`src/rtl/mux_scan.sv`:
```
`default_nettype none
// ============================================================================
// mux_scan : registered N-channel W-bit selector, manual or round-robin scan
// Rev 1.0
// ============================================================================
module mux_scan #(
  parameter int W   = 8,
  parameter int N   = 4,
  parameter int SW  = $clog2(N),
  parameter int DIV = 16
) (
  input  logic            clk,
  input  logic            rst,
  input  logic [N*W-1:0]  in_data,
  input  logic [SW-1:0]   sel,
  input  logic            mode,
  input  logic            hold,
  output logic [W-1:0]    out_data,
  output logic [SW-1:0]   out_ch,
  output logic            out_valid,
  output logic            tick
);

  localparam int CW = $clog2(DIV) + 1;
  localparam logic [SW:0]   C_NUM_CH  = N[SW:0];
  localparam logic [SW-1:0] C_LAST_CH = SW'(N - 1);
  localparam logic [CW-1:0] C_CNT_END = CW'(DIV - 1);

  typedef enum logic [0:0] {
    MANUAL = 1'b0,
    AUTO   = 1'b1
  } state_t;

  state_t          st_q, st_d;
  logic [SW-1:0]   ch_q, ch_d;
  logic [CW-1:0]   cnt_q, cnt_d;
  logic [W-1:0]    out_data_q, out_data_d;
  logic [SW-1:0]   out_ch_q, out_ch_d;
  logic            out_valid_q, out_valid_d;
  logic            tick_q, tick_d;

  logic            w_sel_ok;
  logic [SW-1:0]   w_start_ch;
  logic [SW-1:0]   w_next_ch;

  // Returns zero for an index with no channel behind it.
  function automatic logic [W-1:0] pick(input logic [SW-1:0] idx,
                                        input logic [N*W-1:0] bus);
    logic [W-1:0] r;
    r = '0;
    for (int k = 0; k < N; k++) begin
      if (idx == SW'(k)) r = bus[k*W +: W];
    end
    return r;
  endfunction

  assign w_sel_ok   = ({1'b0, sel} < C_NUM_CH);
  assign w_start_ch = w_sel_ok ? sel : '0;
  assign w_next_ch  = (ch_q == C_LAST_CH) ? '0 : ch_q + SW'(1);

  always_comb begin
    st_d        = st_q;
    ch_d        = ch_q;
    cnt_d       = cnt_q;
    out_data_d  = out_data_q;
    out_ch_d    = out_ch_q;
    out_valid_d = out_valid_q;
    tick_d      = 1'b0;

    if (!hold) begin
      if (!mode) begin
        // Manual rule applies both while staying in MANUAL and on exit from AUTO.
        st_d        = MANUAL;
        cnt_d       = '0;
        out_ch_d    = sel;
        out_data_d  = pick(sel, in_data);
        out_valid_d = w_sel_ok;
      end else if (st_q == MANUAL) begin
        st_d        = AUTO;
        cnt_d       = '0;
        ch_d        = w_start_ch;
        out_ch_d    = w_start_ch;
        out_data_d  = pick(w_start_ch, in_data);
        out_valid_d = 1'b1;
      end else if (cnt_q == C_CNT_END) begin
        cnt_d       = '0;
        ch_d        = w_next_ch;
        out_ch_d    = w_next_ch;
        out_data_d  = pick(w_next_ch, in_data);
        out_valid_d = 1'b1;
        tick_d      = 1'b1;
      end else begin
        cnt_d       = cnt_q + CW'(1);
        out_ch_d    = ch_q;
        out_data_d  = pick(ch_q, in_data);
        out_valid_d = 1'b1;
      end
    end
  end

  always_ff @(posedge clk) begin
    if (rst) begin
      st_q        <= MANUAL;
      ch_q        <= '0;
      cnt_q       <= '0;
      out_data_q  <= '0;
      out_ch_q    <= '0;
      out_valid_q <= 1'b0;
      tick_q      <= 1'b0;
    end else begin
      st_q        <= st_d;
      ch_q        <= ch_d;
      cnt_q       <= cnt_d;
      out_data_q  <= out_data_d;
      out_ch_q    <= out_ch_d;
      out_valid_q <= out_valid_d;
      tick_q      <= tick_d;
    end
  end

  assign out_data  = out_data_q;
  assign out_ch    = out_ch_q;
  assign out_valid = out_valid_q;
  assign tick      = tick_q;

endmodule
`default_nettype wire

```
`config.mk`:
```
export PLATFORM = sky130hd
export DESIGN_NAME = mux_scan
export DESIGN_NICKNAME = d
export VERILOG_FILES = /design/src/rtl/mux_scan.sv
export SDC_FILE = /design/constraint.sdc
export NUM_CORES = 1
export LEC_CHECK = 0
export ABC_CLOCK_PERIOD_IN_PS = 2700
export BUFFER_PORTS_ARGS = -buffer_cell sky130_fd_sc_hd__buf_2
export CORE_MARGIN = 5
export CORE_UTILIZATION = 45
export CTS_BUF_LIST = sky130_fd_sc_hd__clkbuf_4 sky130_fd_sc_hd__clkbuf_8
export DETAILED_ROUTE_END_ITERATION = 7
export GPL_ROUTABILITY_DRIVEN = 0
export GPL_TIMING_DRIVEN = 0
export PLACE_DENSITY = 0.76
export SYNTH_ARGS = -nofsm -noshare
export SYNTH_HDL_FRONTEND = slang
export SYNTH_SLANG_ARGS = --single-unit
export TNS_END_PERCENT = 1
```
`constraint.sdc`:
```
create_clock -name clk -period 2.7 [get_ports clk]
set_clock_uncertainty 0.1 [all_clocks]
set_input_delay 0.54 -clock clk [delete_from_list [all_inputs] [get_ports clk]]
set_output_delay 0.54 -clock clk [all_outputs]
set_load 0.05 [all_outputs]
```
After elaboration in Yosys (flattened, before gate mapping)
Index checks and enable logic that the tools add are counted.
{ "word_totals": {"reg_bits": 20, "word_cells": 51, "inputBits": 38} }
{ "op_classes": {"n_eq_ne": 10, "n_mux": 24, "addsub": 2, "bitwise_logic": 3, "n_reduce_logical": 5} }
{ "op_table": {"columns": ["cell", "count"], "rows": [
  ["2-to-1 mux 8 bit", 15],
  ["2-to-1 mux 5 bit", 3],
  ["equality test 2 bit (second input constant)", 6],
  ["2-to-1 mux 2 bit", 4],
  ["equality test 2 x 1 -> 1 bit (second input constant)", 3],
  ["zero test 2 bit", 3],
  ["adder 5 x 1 -> 5 bit (second input constant)", 1],
  ["equality test 5 x 4 -> 1 bit (second input constant)", 1],
  ["OR reduction 4 bit", 1],
  ["inverter 1 bit", 3],
  ["adder 2 x 1 -> 2 bit (second input constant)", 1],
  ["2-to-1 mux 1 bit", 2],
  ["AND reduction 2 bit", 1]
]} }

Logic depth before layout (Yosys ltp)
Gate-level depths: netlist of the first run.
{ "depth": {"word_depth": 10, "mapped_depth": 8, "depth_no_buf": 6} }

Worst setup path after synthesis of the first run
No wires, ideal clock.
{ "synth_timing": {"path_kind": "register -> register", "start": "register ch_q[0]", "end": "register out_data_q[4], in the netlist out_data[4]", "stages_incl_launch_ff": 7, "path_slack_ns": 0.881, "period_less_slack_ns": 1.819, "arrival_ns": 1.631, "cell_sequence": "dfxtp_1 -> inv_1 -> ha_1 -> or4bb_1 -> nand4_1 -> a221oi_2 -> o32ai_2"} }
{ "synth_between": {"elab_chain_cells": 10, "word_cells_on_any_way": 21, "cone_classes": "1 x add/sub; 6 x eq/ne; 12 x mux; 2 x reduce/logical"} }
{ "synth_rtl": {"columns": ["element", "line_no", "text"], "rows": [
  ["from (decl)", "35", "logic [SW-1:0] ch_q, ch_d;"],
  ["from (signal assigned)", "112", "ch_q <= ch_d;"],
  ["adder 2 x 1 -> 2 bit or equality test 2 bit (tied branches)", "59, 52", null],
  ["2-to-1 mux 2 bit", "59", "assign w_next_ch = (ch_q == C_LAST_CH) ? '0 : ch_q + SW'(1);"],
  ["zero test 2 bit", "52", "if (idx == SW'(k)) r = bus[k*W +: W];"],
  ["2-to-1 mux 8 bit (4 in a row)", "52", null],
  ["2-to-1 mux 8 bit (*)", "85", "end else if (cnt_q == C_CNT_END) begin"],
  ["2-to-1 mux 8 bit (*)", "78", "end else if (st_q == MANUAL) begin"],
  ["2-to-1 mux 8 bit (*)", "71", "if (!mode) begin"],
  ["to (signal assigned)", "114", "out_data_q <= out_data_d;"],
  ["to (decl)", "37", "logic [W-1:0] out_data_q, out_data_d;"]
]} }
Mark *: on every way between the ends. The rest lies on a longest branch, timed or not.
A chain may end at the register's enable or synchronous reset.

Worst setup path in the final report of the first run
{ "layout_timing": {"start": "register ch_q[0]", "end": "register out_data_q[1], in the netlist out_data[1]"} }
Same word-level chain as after synthesis.

==> impl_metrics.csv, run 1 <==
group,metric,value,unit
clock_tree,clock-sinks,20,
worst_setup_path,worstPathRequired,2.73,ns
detailed_routing,routed_wl,5.428,mm
synthesis,synth.distinct_cells,45,
global_routing,top_usage_layer,"met2",
floorplan,core,4000,sq um
clock_tree,numCtsBuffers,3,
timing,period_minus_slack,2.047,ns
synthesis,avgSynthCellArea,8.116,sq um
floorplan,die_w,74.41,microns
worst_hold_path,hold_path.class,"flop to flop",
detailed_routing,wl_per_cell,16.40,microns
worst_setup_path,crit_chain,"inv_1 -> ha_1 -> nor2b_1 -> a221o_1 -> a221oi_1 -> o32ai_1",
timing,fmax,0.4885,GHz
global_routing,grt_pass1_vias,1927,
synthesis,synth-async-reset-ratio,0,%
global_routing,grt_usage,20.49,%
worst_setup_path,cp.arrival,2.08,ns
timing,relSlewSlack,63.97,%
worst_setup_path,critPathMaxFanout,7,
synthesis,synth_edf_count,0,
clock_tree,cts-root-buf,"clkbuf_8",
global_routing,use_met3,3.514,%
layout,area_growth,19.77,%
synthesis,syn_area,1867,sq um
synthesis,ys_top_cells_by_area,"dfxtp_1 (21%), mux4_2 (9.7%), a21oi_1 (8.6%), nand2_1 (6.4%), a221o_1 (4.8%)",
timing,min_period_over_period,75.82,%
power_and_ir_drop,seq_power_share,34.7,%
global_routing,grt_util_met1,27.50,%
clock_tree,ctsHoldBuffers,0,
synthesis,yosysWarningCount,0,
synthesis,syn_nets,275,
power_and_ir_drop,irDropWorstVdd,220.3,uV
clock_tree,clkSlewWorstSetupHoldPaths,0.08,ns
timing,finalMaxSlewViolations,0,
synthesis,ys_ff_latch,20,
worst_setup_path,worst_setup_path_end_kind,"flop",
timing,timing_hold_violations_final,0,
clock_tree,clk_latency,0.27,ns
synthesis,yosys.area.top_type_share,21.45,%
place,dp_hpwl,4.136,mm
clock_tree,cts_tree,"done",
synthesis,yosys-top-cells-count,"a21oi_1 (32), nand2_1 (32), dfxtp_1 (20), nand3b_1 (12), inv_1 (10)",
power_and_ir_drop,powerDensity,409.6,nW/um^2
timing,rsz0062_at_grt,"no",
clock_tree,ctsResizeCount,0,
power_and_ir_drop,power_frac_clock,34.2,%
layout,drive_above_1_share,28.47,%
synthesis,syn_inst,230,
detailed_routing,vias,1988,
synthesis,synth_top_cell_by_area,"dfxtp_1",
worst_setup_path,start_kind,"flop",
detailed_routing,viasPerCell,6.006,
synthesis,synth_seq_area_share,21.45,%
synthesis,ys.flop_type,"dfxtp_1",
floorplan,dieArea,5537,sq um
global_routing,grt_pass1_wl,8.873,mm
detailed_routing,firstDrtPassIters,4,
timing,setup-violations-final,0,
clock_tree,cts_max_path_buffers,2,
detailed_routing,drtAntennaViolNets,0,
clock_tree,htreeDepth,1,
flow_run,drv_cap,0,
detailed_routing,drtIter0Drc,189,
floorplan,ios,50,
global_routing,grt_max_degree,13,
layout,nets,327,
layout,n_antenna_cell,0,
worst_setup_path,slowest_delay,0.46,ns
run_status,status,"completed",
floorplan,die_h,74.41,microns
timing,tightest_slew,0.5405,ns
global_routing,grt_antenna_before_repair,0,
place,dp.cells,327,
power_and_ir_drop,power.switching,0.2896,mW
power_and_ir_drop,p_comb_share,31.1,%
power_and_ir_drop,p_leak,0.9229,nW
place,port_buffers,47,
global_routing,grtUsageMet2,32.98,%
worst_setup_path,path_class,"flop to flop",
clock_tree,cts_setup_buffers,0,
power_and_ir_drop,switching_share,31.63,%
worst_setup_path,crit_slowest_cell,"dfxtp_1",
floorplan,rows,23,
layout,instances_no_fill,331,
power_and_ir_drop,intPower,0.6261,mW
floorplan,initial_utilization,46.67,%
detailed_routing,drc,0,
global_routing,gr-total-overflow,0,
timing,tns,0,ns
==> power groups by stage <==
| stage | logic, mW | clock network [mW] | registers, mW |
|---|---|---|---|
| detailed placement | 0.283 | 0 | 0.325 |
| finish | 0.285 | 0.313 | 0.318 |
| global placement | 0.279 | 0 | 0.325 |
| global route | 0.309 | 0.332 | 0.320 |
| CTS | 0.284 | 0.317 | 0.318 |
| floorplan | 0.154 | 0 | 0.369 |
==> cell type report <==
class / instances / area (sq um)
fillers: 386 / 1764
multi-input cells: 178 / 1286
flip-flops and latches: 20 / 400.4
repair buffers: 47 / 235.2
plain buffers: 21 / 138.9
well taps: 50 / 62.56
clock buffers: 3 / 41.29
inverters: 11 / 41.29
clock inverters: 1 / 30.03
==> through the flow <==
stage                     power, mW  cell area, sq um  setup slack (ns)  utilization [%]  hold slack (ns)
final                        0.9158              2236            0.6528            55.90           0.3487
after global routing         0.9616              2236            0.4588            55.90           0.3700
after CTS                    0.9186              2236            0.6560            55.90           0.3517
after detailed placement     0.6082              2165            0.6657            54.11           0.3389
after global placement       0.6040              2165            0.6872            54.11           0.3380
after floorplan              0.5232              1867            0.8811                -           0.3582
==> worst max-delay path, delay by kind of cell, from the launching register on <==
kind,cells,cell delay (ns)
AOI/OAI and AO/OA,3,0.74
DFF,1,0.46
adders and majority gates,1,0.27
and+or+nand+nor,1,0.22
buffers and inverters,1,0.12
==> per-layer routing <==
| metal | part of all wire, % | vias to the layer above |
|---|---|---|
| li1 | - | 966 |
| met1 | 44 | 944 |
| met2 | 47 | 68 |
| met3 | 7.0 | 10 |
| met4 | 1.3 | 0 |
| met5 | 0 | - |
==> worst paths after layout <==
kind | startpoint | endpoint | slack [ns] | cells after the start
max | ch_q[0]$_SDFFE_PP0P_ | out_data[1]$_SDFFE_PP0N_ | 0.65 | 6
min | out_valid$_SDFFE_PP0N_ | out_valid$_SDFFE_PP0N_ | 0.35 | 2
max reg2reg | ch_q[0]$_SDFFE_PP0P_ | out_data[1]$_SDFFE_PP0N_ | 0.65 | 6
min reg2reg | out_valid$_SDFFE_PP0N_ | out_valid$_SDFFE_PP0N_ | 0.35 | 2
==> cells by family after synthesis <==
| group | after synthesis | share of synthesized area, % |
|---|---|---|
| buffers and inverters | 32 | 9.651 |
| adders and majority gates | 7 | 4.691 |
| and+or+nand+nor | 82 | 24.13 |
| muxes | 12 | 11.93 |
| AOI/OAI and AO/OA | 76 | 27.68 |
| DFF | 20 | 21.45 |
| xor gates and xnor gates | 1 | 0.4693 |
==> registers in the layout (all words and copies together), names as in the netlist <==
register / flops
out_data: 8
ch_q: 2
tick: 1
cnt_q: 5
out_ch: 2
st_q: 1
out_valid: 1
==> layout by cell type (no fill, tap or decap), types with 7 or more instances in the layout <==
cell type	netlist	routed
dfxtp_1	20	20
nand2_1	32	32
mux4_2	8	8
buf_2	5	52
ha_1	7	7
nand3b_1	12	12
o21ai_0	9	9
inv_1	10	10
a21oi_1	32	32
a221o_1	9	9
nor2_1	9	9
No activity file was read; power rests on OpenSTA's default activity.
==> run 2: changes to the inputs <==
- ABC_CLOCK_PERIOD_IN_PS: 2700 -> 2100
- clock period: 2.7 -> 2.1 ns (I/O delays scaled with it)
==> impl_metrics.csv, run 2 (synthesis gave the netlist of run 1 again) <==
group,metric,value,unit
run_status,status,"completed",
floorplan,dieArea,5537,sq um
clock_tree,cts_tree,"done",
power_and_ir_drop,power_frac_clock,34.2,%
floorplan,rows,23,
worst_setup_path,worstPathRequired,2.13,ns
timing,tightest_slew,0.5460,ns
detailed_routing,top_layer,"met4",
power_and_ir_drop,intPower,0.8056,mW
power_and_ir_drop,p_comb_share,31.1,%
floorplan,core,4000,sq um
power_and_ir_drop,seq_power_share,34.6,%
power_and_ir_drop,power.total,1.181,mW
clock_tree,numCtsBuffers,3,
place,post-place-ws,0.06574,ns
worst_setup_path,worst_setup_path_end_kind,"flop",
detailed_routing,drc,0,
timing,fmax,0.5124,GHz
worst_hold_path,hold_path.class,"flop to flop",
timing,relSlewSlack,63.60,%
layout,area_growth,19.91,%
clock_tree,ctsHoldBuffers,0,
detailed_routing,drtIter0Drc,215,
global_routing,gr-total-overflow,0,
clock_tree,cts_max_path_buffers,2,
layout,drive_above_1_share,29.18,%
clock_tree,clkSlewWorstSetupHoldPaths,0.08,ns
worst_setup_path,path_class,"flop to flop",
layout,n_antenna_cell,0,
global_routing,grt_antenna_before_repair,0,
place,dp_hpwl,4.136,mm
floorplan,initial_utilization,46.67,%
timing,setup-violations-final,0,
power_and_ir_drop,p_leak,0.9237,nW
detailed_routing,met2WireLength,2.561,mm
detailed_routing,met3WireLength,396,microns
detailed_routing,wl_met1,2.398,mm
worst_setup_path,critPathMaxFanout,7,
layout,largest_reg_flops,8,
power_and_ir_drop,powerDensity,527.5,nW/um^2
power_and_ir_drop,irDropWorstVdd,283.0,uV
global_routing,grt_max_degree,13,
floorplan,die_h,74.41,microns
timing,final.setup.worst_slack,0.1483,ns
timing,rsz0062_at_grt,"yes",
worst_setup_path,start_kind,"flop",
clock_tree,clock-sinks,20,
power_and_ir_drop,power.switching,0.3752,mW
detailed_routing,firstDrtPassIters,4,
place,port_buffers,47,
global_routing,grt_pass1_vias,1927,
clock_tree,htreeDepth,1,
detailed_routing,routed_wl,5.456,mm
layout,nets,327,
global_routing,grt_pass1_wl,8.873,mm
layout,n_fill_cell,388,
timing,finalMaxSlewViolations,0,
layout,layout_common_cells,"buf_2 (52), nand2_1 (32), a21oi_1 (32)",
layout,fin_area,2238,sq um
clock_tree,cts-root-buf,"clkbuf_8",
detailed_routing,viasPerCell,6.033,
layout,layout_commonest_cell,"buf_2",
worst_setup_path,rrSetupSlack,0.15,ns
timing,timing_hold_violations_final,0,
floorplan,ios,50,
detailed_routing,wl_per_cell,16.48,microns
worst_setup_path,cp.arrival,1.98,ns
detailed_routing,drtAntennaViolNets,0,
timing,min_period_over_period,92.94,%
power_and_ir_drop,switching_share,31.78,%
flow_run,drv_cap,0,
place,dpl-instance-area,2165,sq um
global_routing,grt_usage,20.49,%
detailed_routing,vias,1997,
floorplan,die_w,74.41,microns
timing,period_minus_slack,1.952,ns
clock_tree,clk_latency,0.27,ns
[run 2: cell counts in the layout (fill, tap and decap cells not counted)]
Identical to the previous run, type by type.
[run 2: worst max-delay path: stages, from the launching register on]
cell	delay, ns
dfxtp_2	0.40
inv_1	0.09
ha_1	0.26
nor2b_1	0.22
a221o_1	0.31
a221oi_1	0.29
o32ai_1	0.14
[run 2: final timing paths]
kind	startpoint	to	depth (start not counted)
worst min-delay path	out_valid$_SDFFE_PP0N_	out_valid$_SDFFE_PP0N_	2
worst max-delay path	ch_q[0]$_SDFFE_PP0P_	out_data[1]$_SDFFE_PP0N_	6
worst max register to register	ch_q[0]$_SDFFE_PP0P_	out_data[1]$_SDFFE_PP0N_	6
worst min register to register	out_valid$_SDFFE_PP0N_	out_valid$_SDFFE_PP0N_	2
[run 2: routing by layer]
metal | track usage, % | vias to the layer above
met5 | 0 | -
met4 | 7.510 | 0
met3 | 3.514 | 12
met2 | 32.98 | 75
met1 | 27.50 | 941
li1 | - | 969
[run 2: what timing repair did]
action | CTS | global route
buffers inserted | 0 | 0
gates resized for setup | 0 | 2
setup endpoints to repair | 0 | 6
[run 2: power by group through the flow]
| stage | clock network (mW) | registers [mW] | logic [mW] |
|---|---|---|---|
| 2_1_floorplan | 0 | 0.474 | 0.199 |
| 3_3_place_gp | 0 | 0.418 | 0.359 |
| 3_5_place_dp | 0 | 0.418 | 0.364 |
| 4_1_cts | 0.407 | 0.409 | 0.365 |
| 5_1_grt | 0.427 | 0.412 | 0.398 |
| 6_report | 0.404 | 0.409 | 0.367 |
[run 2: layout make-up]
| type | instances | area, sq um | share of cell area, % |
|---|---|---|---|
| Clock buffer | 3 | 41.29 | 1.845 |
| Inverter | 11 | 41.29 | 1.845 |
| Timing Repair Buffer | 47 | 235.2 | 10.51 |
| Sequential cell | 20 | 402.9 | 18.00 |
| Multi-Input combinational cell | 178 | 1286 | 57.46 |
| Tap cell | 50 | 62.56 | 2.795 |
| Clock inverter | 1 | 30.03 | 1.342 |
| Buffer | 21 | 138.9 | 6.205 |
[run 2: metrics by stage]
step | hold slack (ns) | setup TNS, ns | cells | utilization [%]
final | 0.3491 | 0 | 331 | 55.96
after global routing | 0.3700 | -0.03490 | 331 | 55.96
after CTS | 0.3517 | 0 | 331 | 55.90
after detailed placement | 0.3389 | 0 | 327 | 54.11
after global placement | 0.3380 | 0 | 327 | 54.11
after floorplan | 0.3582 | 0 | 230 | -
==> run 3: changes to the inputs <==
- ABC_AREA: not set -> 1
- ABC_CLOCK_PERIOD_IN_PS: 2100 -> 1700
- CORE_UTILIZATION: 45 -> 49
- PLACE_DENSITY: 0.76 -> 0.84
- clock period: 2.1 -> 1.7 ns (I/O delays scaled with it)
==> impl_metrics.csv, run 3 <==
group,metric,value,unit
power_and_ir_drop,p_leak,1.237,nW
global_routing,top_usage_layer,"met2",
synthesis,syn_inst,346,
timing,period_minus_slack,1.636,ns
synthesis,synth_seq_area_share,21.49,%
power_and_ir_drop,power.total,1.311,mW
place,dp.cells,442,
floorplan,die_h,71.66,microns
layout,n_antenna_cell,0,
clock_tree,clk_latency,0.26,ns
detailed_routing,vias,2440,
synthesis,ys_top_cells_by_area,"nand2_1 (28%), dfxtp_1 (21%), nand3_1 (10%), nor2_1 (9.5%), a21oi_1 (8.9%)",
timing,relSlewSlack,61.01,%
synthesis,ys.flop_type,"dfxtp_1",
floorplan,core,3661,sq um
global_routing,grt_pass1_vias,2087,
global_routing,grt_usage,20.33,%
clock_tree,htreeDepth,1,
place,port_buffers,48,
timing,fmax,0.6112,GHz
synthesis,yosysWarningCount,0,
timing,rsz0062_at_grt,"yes",
layout,layout_common_cells,"nand2_1 (141), buf_2 (51), nor2_1 (46)",
place,dpl-instance-area,2163,sq um
global_routing,grt_util_met1,25.61,%
clock_tree,cts_tree,"done",
worst_hold_path,min-delay-start,"rst",
layout,instances_no_fill,448,
synthesis,avgSynthCellArea,5.385,sq um
timing,min_period_over_period,96.25,%
run_status,status,"completed",
worst_setup_path,worst_setup_path_end_kind,"flop",
floorplan,dieArea,5135,sq um
timing,finalMaxSlewViolations,0,
layout,final_util,63.50,%
clock_tree,clkSlewWorstSetupHoldPaths,0.07,ns
clock_tree,ctsHoldBuffers,0,
clock_tree,cts-root-buf,"clkbuf_8",
global_routing,grt_antenna_before_repair,0,
power_and_ir_drop,powerDensity,563.8,nW/um^2
timing,timing.hold.ws,0.3111,ns
detailed_routing,drtIter0Drc,191,
power_and_ir_drop,irDropWorstVdd,456.9,uV
worst_setup_path,critPathMaxFanout,8,
clock_tree,numCtsBuffers,3,
worst_setup_path,path_class,"flop to flop",
worst_setup_path,r2r_start,"ch_q[1]$_SDFFE_PP0P_",
timing,tns,0,ns
worst_setup_path,cp.arrival,1.66,ns
layout,drive_above_1_share,22.25,%
detailed_routing,wl_per_cell,12.10,microns
detailed_routing,drc,0,
layout,nets,447,
floorplan,die_w,71.66,microns
timing,final.setup.worst_slack,0.06380,ns
timing,timing_hold_violations_final,0,
place,dp_hpwl,4.159,mm
detailed_routing,drtAntennaViolNets,0,
flow_run,drv_cap,0,
timing,tightest_slew,0.5849,ns
floorplan,initial_utilization,50.89,%
synthesis,yosysMostFrequentCell,"nand2_1",
synthesis,yosys-top-cells-count,"nand2_1 (141), nor2_1 (47), nand3_1 (38), a21oi_1 (33), dfxtp_1 (20)",
layout,fin_area,2325,sq um
worst_hold_path,hold_path.class,"primary input to flop",
global_routing,grt_max_degree,11,
worst_setup_path,worstPathRequired,1.73,ns
clock_tree,clock-sinks,20,
synthesis,syn_nets,391,
detailed_routing,routed_wl,5.422,mm
synthesis,yosys.area.top_type_share,28.41,%
worst_setup_path,startpoint,"ch_q[1]$_SDFFE_PP0P_",
global_routing,grt_pass1_wl,8.714,mm
layout,n_fill_cell,359,
floorplan,ios,50,
clock_tree,cts_max_path_buffers,2,
synthesis,ys_ff_latch,20,
detailed_routing,firstDrtPassIters,5,
global_routing,gr-total-overflow,0,
synthesis,synth_edf_count,0,
floorplan,rows,22,
layout,largest_reg_flops,8,
worst_setup_path,start_kind,"flop",
detailed_routing,viasPerCell,5.446,
place,post-place-ws,-0.1514,ns
global_routing,use_met3,3.226,%
synthesis,synth-async-reset-ratio,0,%
synthesis,synth.distinct_cells,20,
layout,layout_commonest_cell,"nand2_1",
synthesis,synth_top_cell_by_area,"nand2_1",
synthesis,syn_area,1863,sq um
global_routing,grtUsageMet2,35.31,%
timing,setup-violations-final,0,
layout,area_growth,24.78,%
## run 3: worst max-delay path: stages (launching register included)
cell,delay (ns)
dfxtp_4,0.36
inv_2,0.07
ha_1,0.15
buf_6,0.14
inv_8,0.05
buf_6,0.12
buf_4,0.13
nand2_1,0.07
nand2_1,0.06
nand2_1,0.06
nand3_1,0.06
nand2_1,0.10
a21oi_2,0.05
## run 3: cell type report
class | instances | area (sq um) | share of cell area, %
Sequential cell | 20 | 409.1 | 17.60
Clock buffer | 3 | 41.29 | 1.776
Inverter | 22 | 97.59 | 4.198
Multi-Input combinational cell | 287 | 1308 | 56.24
Buffer | 15 | 133.9 | 5.759
Timing Repair Buffer | 53 | 275.3 | 11.84
Tap cell | 48 | 60.06 | 2.583
## run 3: final timing paths
| path | slack, ns | end | depth (start not counted) |
|---|---|---|---|
| worst max-delay path | 0.06 | out_data[0]$_SDFFE_PP0N_ | 12 |
| worst min-delay path | 0.31 | out_data[4]$_SDFFE_PP0N_ | 2 |
| worst max register to register | 0.06 | out_data[0]$_SDFFE_PP0N_ | 12 |
| worst min register to register | 0.36 | out_valid$_SDFFE_PP0N_ | 2 |
## run 3: cells by family (layout without fill, tap and decap cells)
group           Yosys count  in the layout  share of synthesized area, %
compound gates           47             47                         13.77
xor+xnor                  1              1                        0.4702
fa+ha+maj                 7              7                         4.701
buf+inv                  39             93                         9.738
flops                    20             20                         21.49
simple gates            232            232                         49.83
## run 3: what timing repair did
item                                    CTS  global route
pin swaps                                 0             2
gates cloned                              0             1
buffers inserted                          0             4
endpoints found under the setup margin    8            12
gates resized for setup                  10            30
## run 3: power by group
part	total (mW)	switching (mW)	internal, mW
sequential	0.510	0.0168	0.493
clock	0.304	0.146	0.158
combinational	0.497	0.321	0.176
## run 3: routing by layer
layer,vias up,share of wire [%]
met1,1117,42
met3,15,6.5
met2,92,49
li1,1216,-
met4,0,2.1
met5,-,0
